==> src/rtl/alu_pkg.sv <==
// Shared definitions for the bit-serial ALU and its sequencer:
// opcode encodings, sequencer state encoding and default datapath width.
package alu_pkg;

    localparam int DEFAULT_WIDTH = 4;

    localparam logic [2:0] OP_RESET = 3'b000;
    localparam logic [2:0] OP_NOR   = 3'b001;
    localparam logic [2:0] OP_ADD   = 3'b010;
    localparam logic [2:0] OP_XNOR  = 3'b011;
    localparam logic [2:0] OP_SUB   = 3'b100;

    typedef enum logic [2:0] {
        S_IDLE = 3'd0,
        S_SYNC = 3'd1,
        S_RUN  = 3'd2,
        S_CAPT = 3'd3,
        S_RESP = 3'd4
    } seq_state_t;

    // True for the four opcodes the ALU implements.
    function automatic logic is_legal_op(input logic [2:0] op);
        logic legal;
        case (op)
            OP_NOR, OP_ADD, OP_XNOR, OP_SUB: legal = 1'b1;
            default:                         legal = 1'b0;
        endcase
        return legal;
    endfunction

endpackage

==> src/rtl/alu_sequencer.sv <==
// Initiator for the bit-serial ALU. Accepts one operation per request,
// holds operands on the ALU, drives the opcode for WIDTH bit-steps (after a
// one-cycle step-counter resync), then captures result and flags into a
// registered response port. Illegal opcodes are answered immediately with
// rsp_err set and never reach the ALU.
module alu_sequencer
    import alu_pkg::*;
#(
    parameter int WIDTH = DEFAULT_WIDTH
) (
    input  logic             clk,
    input  logic             reset,
    input  logic             req_valid,
    output logic             req_ready,
    input  logic [WIDTH-1:0] req_a,
    input  logic [WIDTH-1:0] req_b,
    input  logic [2:0]       req_op,
    output logic [WIDTH-1:0] alu_srcA,
    output logic [WIDTH-1:0] alu_srcB,
    output logic [2:0]       alu_opCode,
    input  logic [WIDTH-1:0] alu_result,
    input  logic             alu_zero,
    input  logic             alu_carry,
    input  logic             alu_sign,
    output logic             rsp_valid,
    input  logic             rsp_ready,
    output logic [WIDTH-1:0] rsp_result,
    output logic             rsp_zero,
    output logic             rsp_carry,
    output logic             rsp_sign,
    output logic             rsp_err
);

    localparam int CNT_W = (WIDTH > 1) ? $clog2(WIDTH) : 1;
    localparam logic [CNT_W-1:0] CNT_LAST = CNT_W'(WIDTH - 1);

    seq_state_t       state_q,      state_d;
    logic [CNT_W-1:0] cnt_q,        cnt_d;
    logic [2:0]       op_q,         op_d;
    logic [WIDTH-1:0] a_q,          a_d;
    logic [WIDTH-1:0] b_q,          b_d;
    logic [2:0]       alu_op_q,     alu_op_d;
    logic             req_ready_q,  req_ready_d;
    logic             rsp_valid_q,  rsp_valid_d;
    logic [WIDTH-1:0] rsp_result_q, rsp_result_d;
    logic             rsp_zero_q,   rsp_zero_d;
    logic             rsp_carry_q,  rsp_carry_d;
    logic             rsp_sign_q,   rsp_sign_d;
    logic             rsp_err_q,    rsp_err_d;

    // Next-state, step counter, operand latch and response capture logic.
    // alu_op_d and req_ready_d are derived from the *next* state so that the
    // registered outputs line up with the state they belong to.
    always_comb begin
        state_d      = state_q;
        cnt_d        = cnt_q;
        op_d         = op_q;
        a_d          = a_q;
        b_d          = b_q;
        alu_op_d     = OP_RESET;
        rsp_valid_d  = rsp_valid_q;
        rsp_result_d = rsp_result_q;
        rsp_zero_d   = rsp_zero_q;
        rsp_carry_d  = rsp_carry_q;
        rsp_sign_d   = rsp_sign_q;
        rsp_err_d    = rsp_err_q;

        case (state_q)
            S_IDLE: begin
                if (req_valid && req_ready_q) begin
                    a_d   = req_a;
                    b_d   = req_b;
                    op_d  = req_op;
                    cnt_d = {CNT_W{1'b0}};
                    if (is_legal_op(req_op)) begin
                        state_d = S_SYNC;
                    end else begin
                        state_d      = S_RESP;
                        rsp_valid_d  = 1'b1;
                        rsp_err_d    = 1'b1;
                        rsp_result_d = {WIDTH{1'b0}};
                        rsp_zero_d   = 1'b0;
                        rsp_carry_d  = 1'b0;
                        rsp_sign_d   = 1'b0;
                    end
                end else begin
                    state_d = S_IDLE;
                end
            end
            S_SYNC: begin
                state_d  = S_RUN;
                cnt_d    = {CNT_W{1'b0}};
                alu_op_d = op_q;
            end
            S_RUN: begin
                if (cnt_q == CNT_LAST) begin
                    state_d  = S_CAPT;
                    cnt_d    = {CNT_W{1'b0}};
                    alu_op_d = OP_RESET;
                end else begin
                    state_d  = S_RUN;
                    cnt_d    = cnt_q + {{(CNT_W-1){1'b0}}, 1'b1};
                    alu_op_d = op_q;
                end
            end
            S_CAPT: begin
                state_d      = S_RESP;
                rsp_valid_d  = 1'b1;
                rsp_err_d    = 1'b0;
                rsp_result_d = alu_result;
                rsp_zero_d   = alu_zero;
                rsp_carry_d  = alu_carry;
                rsp_sign_d   = alu_sign;
            end
            S_RESP: begin
                if (rsp_ready) begin
                    state_d     = S_IDLE;
                    rsp_valid_d = 1'b0;
                end else begin
                    state_d = S_RESP;
                end
            end
            default: begin
                state_d     = S_IDLE;
                cnt_d       = {CNT_W{1'b0}};
                rsp_valid_d = 1'b0;
            end
        endcase

        req_ready_d = (state_d == S_IDLE);
    end

    // State and output registers; synchronous reset abandons any operation.
    always_ff @(posedge clk) begin
        if (reset) begin
            state_q      <= S_IDLE;
            cnt_q        <= {CNT_W{1'b0}};
            op_q         <= OP_RESET;
            a_q          <= {WIDTH{1'b0}};
            b_q          <= {WIDTH{1'b0}};
            alu_op_q     <= OP_RESET;
            req_ready_q  <= 1'b0;
            rsp_valid_q  <= 1'b0;
            rsp_result_q <= {WIDTH{1'b0}};
            rsp_zero_q   <= 1'b0;
            rsp_carry_q  <= 1'b0;
            rsp_sign_q   <= 1'b0;
            rsp_err_q    <= 1'b0;
        end else begin
            state_q      <= state_d;
            cnt_q        <= cnt_d;
            op_q         <= op_d;
            a_q          <= a_d;
            b_q          <= b_d;
            alu_op_q     <= alu_op_d;
            req_ready_q  <= req_ready_d;
            rsp_valid_q  <= rsp_valid_d;
            rsp_result_q <= rsp_result_d;
            rsp_zero_q   <= rsp_zero_d;
            rsp_carry_q  <= rsp_carry_d;
            rsp_sign_q   <= rsp_sign_d;
            rsp_err_q    <= rsp_err_d;
        end
    end

    assign req_ready  = req_ready_q;
    assign alu_srcA   = a_q;
    assign alu_srcB   = b_q;
    assign alu_opCode = alu_op_q;
    assign rsp_valid  = rsp_valid_q;
    assign rsp_result = rsp_result_q;
    assign rsp_zero   = rsp_zero_q;
    assign rsp_carry  = rsp_carry_q;
    assign rsp_sign   = rsp_sign_q;
    assign rsp_err    = rsp_err_q;

endmodule

==> config.mk <==
export PLATFORM = sky130hd
export DESIGN_NAME = alu_sequencer
export DESIGN_NICKNAME = d
export VERILOG_FILES = /design/src/rtl/alu_pkg.sv /design/src/rtl/alu_sequencer.sv
export SDC_FILE = /design/constraint.sdc
export NUM_CORES = 1
export LEC_CHECK = 0
export CAP_MARGIN = 20
export CORE_MARGIN = 2
export CORE_UTILIZATION = 37
export CTS_CLUSTER_DIAMETER = 80
export DETAILED_ROUTE_END_ITERATION = 10
export DONT_BUFFER_PORTS = 1
export MAX_ROUTING_LAYER = met4
export PLACE_DENSITY_LB_ADDON = 0.12
export SKIP_CTS_REPAIR_TIMING = 1
export SYNTH_ARGS = -nofsm -noshare
export SYNTH_HDL_FRONTEND = slang
export SYNTH_SLANG_ARGS = --single-unit
==> constraint.sdc <==
create_clock -name clk -period 2.8 [get_ports clk]
set_clock_uncertainty 0.1 [all_clocks]
set_input_delay 0.14 -clock clk [delete_from_list [all_inputs] [get_ports clk]]
set_output_delay 0.14 -clock clk [all_outputs]
set_load 0.02 [all_outputs]
Yosys cells after proc, flatten, opt, wreduce, memory -nomap -nowiden. Cells that the tools add are included.

$add $sub $neg: 1. Equality and inequality tests: 12. Mux-type cells: 26. Bitwise logic cells: 2. Reduce and logical (&&, ||, !) cells: 11.

Operators with widths (number): one-hot mux 3 bit (5 select lines) (1); equality test 3 x 2 -> 1 bit, second input constant (4); 2-to-1 mux 3 bit (4); 2-to-1 mux 1 bit (9); 2-to-1 mux 4 bit (2); one-hot mux 1 bit (2 select lines) (4); one-hot mux 4 bit (2 select lines) (1); equality test 3 x 1 -> 1 bit, second input constant (2); equality test 3 bit, second input constant (2); zero test 3 bit (2); inequality test 2 bit, second input constant (3); one-hot mux 2 bit (3 select lines) (1); one-hot mux 3 bit (2 select lines) (1); 2-to-1 mux 2 bit (2); one-hot mux 1 bit (4 select lines) (1); AND reduction 2 bit (2); AND reduction 4 bit (1); OR reduction 2 bit (2); OR reduction 4 bit (1); AND reduction 3 bit (1); adder 2 x 1 -> 2 bit, second input constant (1); equality test 2 bit, second input constant (1); inverter 1 bit (2); nonzero test 2 bit (1); logical AND 1 bit (1).

Register bits after elaboration: 29. Input port bits: 22. Output and inout bits: 21. Logic and storage cells: 65.

Logic depth before layout (Yosys ltp).
Depth in word-level cells: 9. Gate-level depth with buffers: 6. Gate-level depth less buffers: 4.

Worst setup path before layout. OpenSTA, ideal clock, no wires.

Path type: register to register. Start: register state_q[0]. End: register rsp_result_q[3] (netlist: rsp_result[3]). Library setup time: 116 ps. Arrival time: 1263 ps. Data required time: 2584 ps. Path slack: 1321 ps. Stages on the path, launching flop included: 6. Path buffers: 2. Period minus slack after synthesis: 1479 ps. Path through: dfxtp_1 -> buf_4 -> or2_1 -> buf_6 -> a211o_1 -> a41o_1.

Longest elaborated chain between the ends: 3. Elaborated cells on any way between the ends: 7. Classes of those cells: 3 x eq/ne; 1 x mux; 3 x reduce/logical.

Ends and longest elaborated chain: from (decl) (RTL line alu_sequencer.sv:37) `seq_state_t state_q, state_d;`; from (signal assigned) (RTL line alu_sequencer.sv:150) `state_q <= state_d;`; equality test 3 x 2 -> 1 bit / zero test 3 bit (equally long branches) (RTL line alu_sequencer.sv:68) `case (state_q)`; nonzero test 2 bit (no line) / inequality test 2 bit (equally long branches); AND reduction 3 bit (no line); to (signal assigned) (RTL line alu_sequencer.sv:144) `rsp_result_q <= {WIDTH{1'b0}};`; to (signal assigned) (RTL line alu_sequencer.sv:158) `rsp_result_q <= rsp_result_d;`; to (decl) (RTL line alu_sequencer.sv:45) `logic [WIDTH-1:0] rsp_result_q, rsp_result_d;`.

Several ways; a longest one is shown, not always the timed one. A chain may end at the register's enable or synchronous reset.

Worst setup path after layout.
Start: register req_ready_q (netlist: req_ready). End: register a_q[2] (netlist: alu_srcA[2]).

Longest elaborated chain between the ends: 2.

Ends and longest elaborated chain: from (decl) (RTL line alu_sequencer.sv:43) `logic req_ready_q, req_ready_d;`; from (signal assigned) (RTL line alu_sequencer.sv:156) `req_ready_q <= req_ready_d;`; logical AND 1 bit (RTL line alu_sequencer.sv:70) `if (req_valid && req_ready_q) begin`; AND reduction 2 bit (no line); to (signal assigned) (RTL line alu_sequencer.sv:139) `a_q <= {WIDTH{1'b0}};`; to (decl) (RTL line alu_sequencer.sv:40) `logic [WIDTH-1:0] a_q, a_d;`.

Every way passes these cells.

==> results.cfg <==
[status]
status = finished, final reports clean

[setup_path]
path_max_fanout = 16
worstPathRequired_ns = 2.92
arrival_ns = 2.25
worst_path_max_delay_cell = dlygate4sd3_1
end_kind = flip-flop
cp-start-kind = flip-flop
cp_cell_sequence = nand3b_1 > o21ai_0 > a21oi_1 > dlygate4sd3_1
critPathKind = flip-flop to flip-flop
worstRegToRegCells = 4
max_stage_delay_ns = 0.59

[cts]
cts_num_sinks = 29
h-tree-depth = 2
root_buffer = clkbuf_4
clock_latency_ns = 0.32
cts_tree = built
numCtsBuffers = 5
clk_pin_slew_ns = 0.08
cts_buffer_depth = 2

[logic_synthesis]
synth-xor-area-share_pct = 0.725
yosysWarnings = 0
synth-simple-area-share_pct = 19.3
syn_inst = 133
netlist_area_sq_um = 1210
synth.top_cells.by_count = dfxtp_1, nand3_1, a21oi_1, o21ai_0, clkbuf_1
synthAdderAreaFrac_pct = 1.04
yosysMostFrequentCell = dfxtp_1
yosysTopAreaCell = dfxtp_1
synth_cell_types = 35
synth-seq-area-share_pct = 48.0
avgSynthCellArea_sq_um = 9.09
synth_area_leaders = dfxtp_1, nand3_1, a21oi_1
synthDominantCellAreaShare_pct = 48.0
ys.flop_type = dfxtp_1
synthArstFlopShare_pct = 0
syn_nets = 156
synth_mux_area_share_pct = 0
synth-edff-count = 0
synth_compound_area_share_pct = 23.4
synth-seq-cells = 29
synth_top_family_by_area = compound AO/OA/AOI/OAI gates

[sta]
slew_headroom_pct = 41.7
finalCritPeriodShare_pct = 76.3
rsz0062_at_grt = false
tns_ns = 0
finalSetupViolations = 0
max_freq_ghz = 0.468
layout_min_cycle_time_ns = 2.14
worst_pin_slew_ns = 0.871
hold_viol_final = 0
maxSlewViolCount = 0

[floorplan]
rows = 20
initial_core_util_pct = 39.3
ioPinCount = 43
dieHeight_um = 61.2
die_w_um = 61.2
core_sq_um = 3080
dieArea_sq_um = 3740

[placement]
dp_hpwl_um = 1850
routabilityCongestion = 0.727
portBuffers = 0

[layout]
nets = 171
drive_gt1_share_pct = 5.37
final_util_pct = 47.0
fillers = 305
n_antenna_cell = 0
area_delta_synth_final_pct = 19.6

[drt]
viasPerCell = 5.40
vias = 1042
drc = 0
dr.pass1.iters = 4
post_drt_wl_per_cell_um = 14.5
wl_met2_um = 1370
ant_nets = 0
first_iter_violations = 39
dr.max_layer_used = met4
m1WireLength_um = 1230
met3WireLength_um = 150
totalWireLength_um = 2790

[min_path]
worstHoldPathCells = 2
hold_path.class = input port to flip-flop

[power_and_ir_drop]
switching_share_pct = 26.7
p_sw_mw = 0.207
comb_power_share_pct = 11.1
p_leak_nw = 0.552
p_int_mw = 0.567
seqPwrFrac_pct = 58.5
irDropWorstVdd_mv = 0.270
power.density_nw_per_um2 = 536
p_total_mw = 0.774
pwr-share-clk_pct = 30.4

[run]
maxCapViolations = 0

[grt]
grt_usage_pct = 17.0
antenna_found_initial = 0
grt_max_degree = 25
grt_pass1_vias = 984
grt_overflow = 0
grt_pass1_wl_um = 4440
[worst paths after layout]
path | end | from | slack [ns]
setup / recovery | alu_srcA[2]$_SDFFE_PP0P_ | req_ready$_SDFF_PP0_ | 0.66
hold / removal | req_ready$_SDFF_PP0_ | rsp_ready | 0.01
setup reg to reg | alu_srcA[2]$_SDFFE_PP0P_ | req_ready$_SDFF_PP0_ | 0.66
hold reg to reg | alu_opCode[1]$_SDFF_PP0_ | op_q[1]$_SDFFE_PP0P_ | 0.36
[power groups by stage]
stage / registers [mW] / clock network, mW / logic [mW]
floorplan: 0.457 / 0 / 0.0599
global placement: 0.462 / 0 / 0.0591
detailed placement: 0.463 / 0 / 0.0603
CTS: 0.453 / 0.247 / 0.0608
global route: 0.456 / 0.267 / 0.0969
finish: 0.453 / 0.235 / 0.0859
[metal layers]
layer | GRT usage (%) | up-vias
met3 | 7.14 | 7
met4 | 5.59 | 0
met5 | - | -
met1 | 19.4 | 498
li1 | - | 513
met2 | 27.1 | 24
[critical path: cells and delay by family, from the launching register on]
family | cells | cell delay (ns)
buffers and inverters | 1 | 0.59
and+or+nand+nor | 1 | 0.47
DFF | 1 | 0.46
AOI/OAI and AO/OA | 2 | 0.41
[metrics by stage]
| stage | instance area (sq um) | instances | hold WS [ns] | setup slack [ns] |
|---|---|---|---|---|
| 2_1_floorplan | 1210 | 133 | 0.158 | 1.32 |
| 3_3_place_gp | 1210 | 166 | 0.113 | 1.01 |
| 3_5_place_dp | 1210 | 166 | 0.114 | 0.986 |
| 4_1_cts | 1250 | 174 | -0.244 | 0.932 |
| 5_1_grt | 1450 | 193 | 0.00705 | 0.474 |
| 6_report | 1450 | 193 | 0.0139 | 0.663 |
[registers in the layout, indices dropped and copies added, names as in the netlist]
name,count
req_ready,1
rsp_zero,1
cnt_q,2
rsp_err,1
alu_opCode,3
op_q,3
rsp_carry,1
rsp_result,4
alu_srcB,4
rsp_valid,1
rsp_sign,1
state_q,3
alu_srcA,4
[cells by family after synthesis]
| group | Yosys count |
|---|---|
| XOR/XNOR | 1 |
| adder cells (fa/ha/maj) | 1 |
| AO/OA/AOI/OAI | 43 |
| buffers and inverters | 19 |
| flip-flops | 29 |
| AND/OR/NAND/NOR | 40 |
[area by class of cell]
cell class,count,area (sq um),share of cell area [%]
tap,44,55.1,3.81
multi-input combinational,85,537,37.1
sequential,29,581,40.2
timing repair buffer,20,198,13.7
inverter,7,26.3,1.82
clock buffer,8,48.8,3.38
[cells in the final DEF (no fill, tap or decap), types with 3 or more instances in the layout]
| cell | n |
|---|---|
| o21ai_0 | 12 |
| nor2_1 | 3 |
| clkbuf_4 | 5 |
| dfxtp_1 | 29 |
| a21oi_1 | 16 |
| clkbuf_1 | 3 |
| o32ai_1 | 5 |
| inv_1 | 7 |
| nand3_1 | 17 |
| and2_1 | 3 |
| dlygate4sd3_1 | 19 |
(Power assumes the default switching activity.)
